File: config.mk
export PLATFORM = sky130hd
export DESIGN_NAME = down_timer
export DESIGN_NICKNAME = d
export VERILOG_FILES = /design/src/rtl/down_timer.sv
export SDC_FILE = /design/constraint.sdc
export NUM_CORES = 1
export LEC_CHECK = 0
export ABC_CLOCK_PERIOD_IN_PS = 2400
export CORE_MARGIN = 5
export CORE_UTILIZATION = 50
export DETAILED_ROUTE_END_ITERATION = 7
export GPL_ROUTABILITY_DRIVEN = 0
export HOLD_SLACK_MARGIN = 0.12
export PLACE_DENSITY_LB_ADDON = 0.3
export RECOVER_POWER = 50
export SETUP_SLACK_MARGIN = 0.2
export SLEW_MARGIN = 20
export SYNTH_ARGS = -nofsm -noshare
export SYNTH_HDL_FRONTEND = slang
export SYNTH_SLANG_ARGS = --single-unit
export TNS_END_PERCENT = 100
File: constraint.sdc
create_clock -name clk -period 2.4 [get_ports clk]
set_input_delay 0.36 -clock clk [delete_from_list [all_inputs] [get_ports clk]]
set_output_delay 0.36 -clock clk [all_outputs]
set_load 0.02 [all_outputs]
File: src/rtl/down_timer.sv
// down_timer: loadable down-counter with one-shot or periodic (auto-reload) mode.
// Latency: start at edge 0 with count=L gives the first decrement at edge 1 and the terminal count at edge L.
// Backpressure: none; stop pauses the countdown and load aborts it.
//
// Ports:
//   clk          clock; all state changes on the rising edge
//   rst          asynchronous, active-high reset
//   load         captures load_value into count and the reload register; highest priority
//   load_value   value for count and the reload register (WIDTH bits)
//   start        begins a countdown from IDLE/PAUSE, or restarts it from DONE
//   stop         pauses a running countdown; beats start when both are high
//   auto_reload  1 = periodic, 0 = one-shot; sampled live on every terminal count
//   prescale     (only with DOWN_TIMER_PRESCALE_EN) decrement period minus one, sampled live
//   count        current remaining count (registered)
//   busy         high while the FSM is in RUN
//   done         high while the FSM is in DONE
//   tc           one-cycle terminal-count pulse (registered)
//
// Optional feature: define DOWN_TIMER_PRESCALE_EN to add the 4-bit prescale input and the
// internal prescaler. Without it the count steps on every RUN cycle.

module down_timer #(
    parameter int WIDTH = 8
) (
    input  logic             clk,
    input  logic             rst,
    input  logic             load,
    input  logic [WIDTH-1:0] load_value,
    input  logic             start,
    input  logic             stop,
    input  logic             auto_reload,
`ifdef DOWN_TIMER_PRESCALE_EN
    input  logic [3:0]       prescale,
`endif
    output logic [WIDTH-1:0] count,
    output logic             busy,
    output logic             done,
    output logic             tc
);

    typedef enum logic [1:0] {
        IDLE  = 2'd0,
        RUN   = 2'd1,
        PAUSE = 2'd2,
        DONE  = 2'd3
    } state_t;

    state_t           state;
    logic [WIDTH-1:0] reload;
    logic             tick;

    // Reaching the terminal count on this tick. count is never 0 in RUN, so
    // "not greater than one" is the count==1 case; the <=1 form keeps a stray
    // 0 from ever being decremented into all-ones.
    logic at_terminal;
    assign at_terminal = (count <= WIDTH'(1));

    // Periodic reload only makes sense with a non-zero reload value; a zero
    // reload would otherwise leave RUN showing count=0 forever.
    logic do_reload;
    assign do_reload = auto_reload && (reload != '0);

`ifdef DOWN_TIMER_PRESCALE_EN
    logic [3:0] prescaler;

    assign tick = (prescaler == prescale);

    // The prescaler is only live inside RUN. Holding it at zero everywhere
    // else means entering RUN always starts a fresh period; it is also
    // cleared on every exit from RUN (load, stop, one-shot terminal count).
    always_ff @(posedge clk or posedge rst) begin
        if (rst) begin
            prescaler <= 4'd0;
        end else if (load || state != RUN || stop) begin
            prescaler <= 4'd0;
        end else if (tick) begin
            prescaler <= 4'd0;
        end else begin
            prescaler <= prescaler + 4'd1;
        end
    end
`else
    assign tick = 1'b1;
`endif

    // Single FSM block: busy/done are registered alongside every state change
    // so they are exact decodes of the state with no combinational path.
    always_ff @(posedge clk or posedge rst) begin
        if (rst) begin
            state  <= IDLE;
            count  <= '0;
            reload <= '0;
            tc     <= 1'b0;
            busy   <= 1'b0;
            done   <= 1'b0;
        end else begin
            // tc is a pulse: only the terminal-count branch raises it.
            tc <= 1'b0;

            if (load) begin
                count  <= load_value;
                reload <= load_value;
                state  <= IDLE;
                busy   <= 1'b0;
                done   <= 1'b0;
            end else begin
                case (state)
                    RUN: begin
                        if (stop) begin
                            // Pause: count holds where it is.
                            state <= PAUSE;
                            busy  <= 1'b0;
                        end else if (tick) begin
                            if (!at_terminal) begin
                                count <= count - WIDTH'(1);
                            end else if (do_reload) begin
                                // Periodic: jump straight to the reload value
                                // so count never shows zero.
                                count <= reload;
                                tc    <= 1'b1;
                            end else begin
                                count <= '0;
                                tc    <= 1'b1;
                                state <= DONE;
                                busy  <= 1'b0;
                                done  <= 1'b1;
                            end
                        end
                    end

                    IDLE, PAUSE: begin
                        // A zero count has nothing to count down; ignore start.
                        if (!stop && start && count != '0) begin
                            state <= RUN;
                            busy  <= 1'b1;
                        end
                    end

                    DONE: begin
                        // Restart from the last loaded value.
                        if (!stop && start && reload != '0) begin
                            count <= reload;
                            state <= RUN;
                            busy  <= 1'b1;
                            done  <= 1'b0;
                        end
                    end

                    default: begin
                        state <= IDLE;
                        busy  <= 1'b0;
                        done  <= 1'b0;
                    end
                endcase
            end
        end
    end

endmodule

==> impl_metrics.csv <==
group,metric,value,unit
outcome,run_status,"finished, final reports clean",
sta,sum_of_negative_setup_slack,0,ps
sta,setup-violations-final,0,
floorplanning,floorplan.rows,18,
worst_hold_path,hold_sp,"done",
global_routing,number_of_antenna_violations_at_the_first_check_in_global_routing,0,
worst_hold_path,holdCritPathClass,"register to register",
placement,port_buffers,24,
synth,synth_async_sr_flop_share,1.000,
worst_setup_path,crit_arrival,2220,ps
synth,synth-seq-area-share,0.4208,
power,power.share.switching,0.3511,
worst_setup_path,critical_path.most_common_cell,"nor2_2",
worst_setup_path,cp_class,"register to register",
sta,finalCriticalPeriod,2019,ps
synth,synth-seq-cells,21,
global_routing,grt_util_all_layers,0.1837,
worst_setup_path,crit_path_start,"reload[7]",
sta,fin_worst_skew,6.571,ps
floorplanning,die-area,3597,um2
power,switchingPower,331.5,uW
floorplanning,die_height,59.98,um
clock_network,clock_tree.buffer_depth,2,
global_routing,global_route_wire_length_before_repair,5050,um
worst_setup_path,crit_path_cell_trace,"nor4_1 > a211oi_2 > nor2_2 > buf_4 > nor2_2 > a311o_1",
clock_network,clock_sink_count,21,
detailed_routing,route.final.wire_length,3098,um
power,intPower,612.5,uW
worst_setup_path,critical-path-slowest-cell,"nor4_1",
worst_setup_path,setup_slack_on_the_worst_flop_to_flop_path,380,ps
clock_network,tritoncts,"done",
sta,rsz0062_at_grt,"no",
layout,final-instance-count-excl-fill,193,
synth,post_synth_edffs,0,
clock_network,clkSlewWorstSetupHoldPaths,110,ps
layout,num-nets-final,180,
worst_setup_path,worstPathMaxFanout,6,
layout,multiInputGateArea,659.4,um2
synth,synthesis.area_per_instance,9.182,um2
synth,yosys_cell_types,42,
synth,mappedNetlistNets,152,
power,power_frac_comb,0.327,
sta,hold_viol,0,
worst_setup_path,crit_path_required_time,2600,ps
sta,timing_worst_slew_pin_value,951.2,ps
power,peak_supply_drop,0.4255,mV
synth,netlist_area,1249,um2
layout,fill_cells,222,
worst_setup_path,worstReg2RegStart,"reload[7]",
floorplanning,top_level_port_count,25,
layout,seq_area,525.5,um2
layout,mostFrequentLayoutCell,"clkdlybuf4s50_1",
detailed_routing,routedLengthMet1,1337,um
detailed_routing,firstDrtPassIters,4,
clock_network,cell_at_the_root_of_the_clock_tree,"clkbuf_4",
worst_setup_path,cp-end-kind,"register",
layout,top_library_cells_by_usage_in_the_layout_fill_and_taps_aside,"22 x clkdlybuf4s50_1, 21 x dfrtp_1, 12 x nand2_1, 10 x nor2_1, 10 x inv_1",
layout,synthToLayoutAreaGrowth,24.65,%
floorplanning,initial_utilization,0.5134,
sta,layout_worst_path_cycle_share,0.8412,
detailed_routing,dr_wl_met3,184,um
sta,maxSlewViolCount,0,
job,max-cap-violations,0,
global_routing,grt_max_degree,24,
worst_setup_path,timing.reg2reg.worst_path_depth,6,
global_routing,grt-ovfl-total,0,
detailed_routing,routed-via-count,1166,
power,leakagePower,0.0006296,uW
clock_network,cts_made_buffers,3,
floorplanning,fp.dieW,59.98,um
worst_setup_path,worst_r2r_endpoint,"count[5]",
clock_network,post-cts-setup-buffer-count,0,
floorplanning,core_area,2432,um2
detailed_routing,met2_wirelength,1545,um
clock_network,htree_levels,1,
synth,synth.top_cell.area_share,0.4208,
layout,insertedDiodeCount,0,
synth,synth_top_area_cell,"dfrtp_1",
detailed_routing,drc,0,
global_routing,grt_pass1_vias,1145,
detailed_routing,drt-vias-per-instance,6.041,
layout,drive_above_1_share,0.1288,
synth,netlist_top_cells_area,"dfrtp_1 42%, o21ai_0 3.6%, nand2_1 3.6%",
power,power.total,944.0,uW
worst_setup_path,start_kind,"register",
synth,synth-main-ff-cell,"dfrtp_1",
placement,placed_cells_incl_taps,189,
detailed_routing,route.antenna.remaining_nets,0,
clock_network,clk-insertion-delay-late,310,ps
detailed_routing,drt_iter0_markers,33,
detailed_routing,average_detailed_routed_wire_length_per_instance,16.05,um
power,power.sequential.fraction,0.489,
detailed_routing,route.top_layer_used,"met4",
worst_hold_path,min_delay_worst_endpoint,"done",
synth,syn_inst,136,
power,share_clk_of_total_power,0.185,
worst_hold_path,hold_path_depth,1,
sta,slew-limit-headroom,0.3658,
synth,yosys_warnings,0,
power,power.density_cell_area,606.5,nW/um2
sta,maximum_operating_frequency,0.4953,GHz
placement,hpwl,2368,um
worst_setup_path,max_stage_delay,580,ps
==> area by class of cell <==
cell class,count,area share
inverters,11,0.02653
repair buffers,28,0.1712
multi-input cells,99,0.4236
well taps,30,0.02412
clock buffers,4,0.01688
flip-flops and latches,21,0.3376
==> metrics by stage <==
stage / utilization / hold WS (ps) / worst slack [ps] / cell area, um2
after floorplan: - / 336.5 / 426.6 / 1249
after global placement: 0.6281 / 497.7 / 340.3 / 1528
after detailed placement: 0.6281 / 503.1 / 316.7 / 1528
after CTS: 0.6389 / 526.4 / 293.7 / 1554
after global routing: 0.6399 / 562.0 / 260.9 / 1556
final: 0.6399 / 523.3 / 381.2 / 1556
==> power by group through the flow <==
stage / sequential (uW) / combinational, uW / clock, uW
after floorplan: 481 / 165 / 0
after global placement: 464 / 301 / 0
after detailed placement: 468 / 308 / 0
after CTS: 461 / 310 / 176
after global routing: 470 / 335 / 198
final: 461 / 308 / 174
==> worst max-delay path by stage <==
| stage | slack, ps | endpoint | cells after the start |
|---|---|---|---|
| 2_1_floorplan | 430 | count[2] | 7 |
| 3_3_place_gp | 340 | count[6] | 6 |
| 3_5_place_dp | 320 | count[6] | 6 |
| 4_1_cts | 290 | count[1] | 7 |
| 5_1_grt | 260 | count[2] | 7 |
| 6_report | 380 | count[5] | 6 |
==> cell usage after synthesis, drive strengths merged, types with 2 or more instances <==
cell     instances
xnor2            2
a21oi            7
nand2           12
a22oi            3
o211ai           4
nor2            12
dfrtp           21
a31oi            7
a21bo            2
nand2b           2
inv             11
nand3            2
clkbuf           2
a311oi           2
ha               2
buf              3
or2              2
nor3             4
o21ai           13
mux2             4
nor4             4
o2111ai          2
==> logic make-up (layout without fill, tap and decap cells) <==
family / count (synthesis) / count (layout) / share of synthesized area
AND/OR/NAND/NOR: 43 / 43 / 0.1864
flip-flops: 21 / 21 / 0.4208
adder cells (fa/ha/maj): 2 / 2 / 0.02004
XOR/XNOR: 2 / 2 / 0.01403
multiplexers: 5 / 5 / 0.04409
AO/OA/AOI/OAI: 47 / 47 / 0.2585
buffers and inverters: 16 / 43 / 0.05611
==> per-layer routing <==
layer / global-route usage / up-vias
met1: 0.2469 / 559
met3: 0.01944 / 4
met2: 0.3009 / 46
li1: - / 557
met5: 0 / -
met4: 0.07278 / 0
==> repair_timing <==
action,in CTS,in global routing
resized for setup,0,1
hold buffers,0,0
endpoints found under the setup margin,0,5
==> flip-flops by register name, summed over array words and instances, names as in the netlist <==
name and count:
busy 1, reload 8, count 8, tc 1, state 2, done 1
==> critical path: cells and delay by family (launching register included) <==
| kind | cells | cell delay (ps) |
|---|---|---|
| AOI/OAI and AO/OA | 2 | 530 |
| and+or+nand+nor | 3 | 790 |
| DFF | 1 | 430 |
| buffers and inverters | 1 | 170 |
No activity file was read; power rests on OpenSTA's default activity.
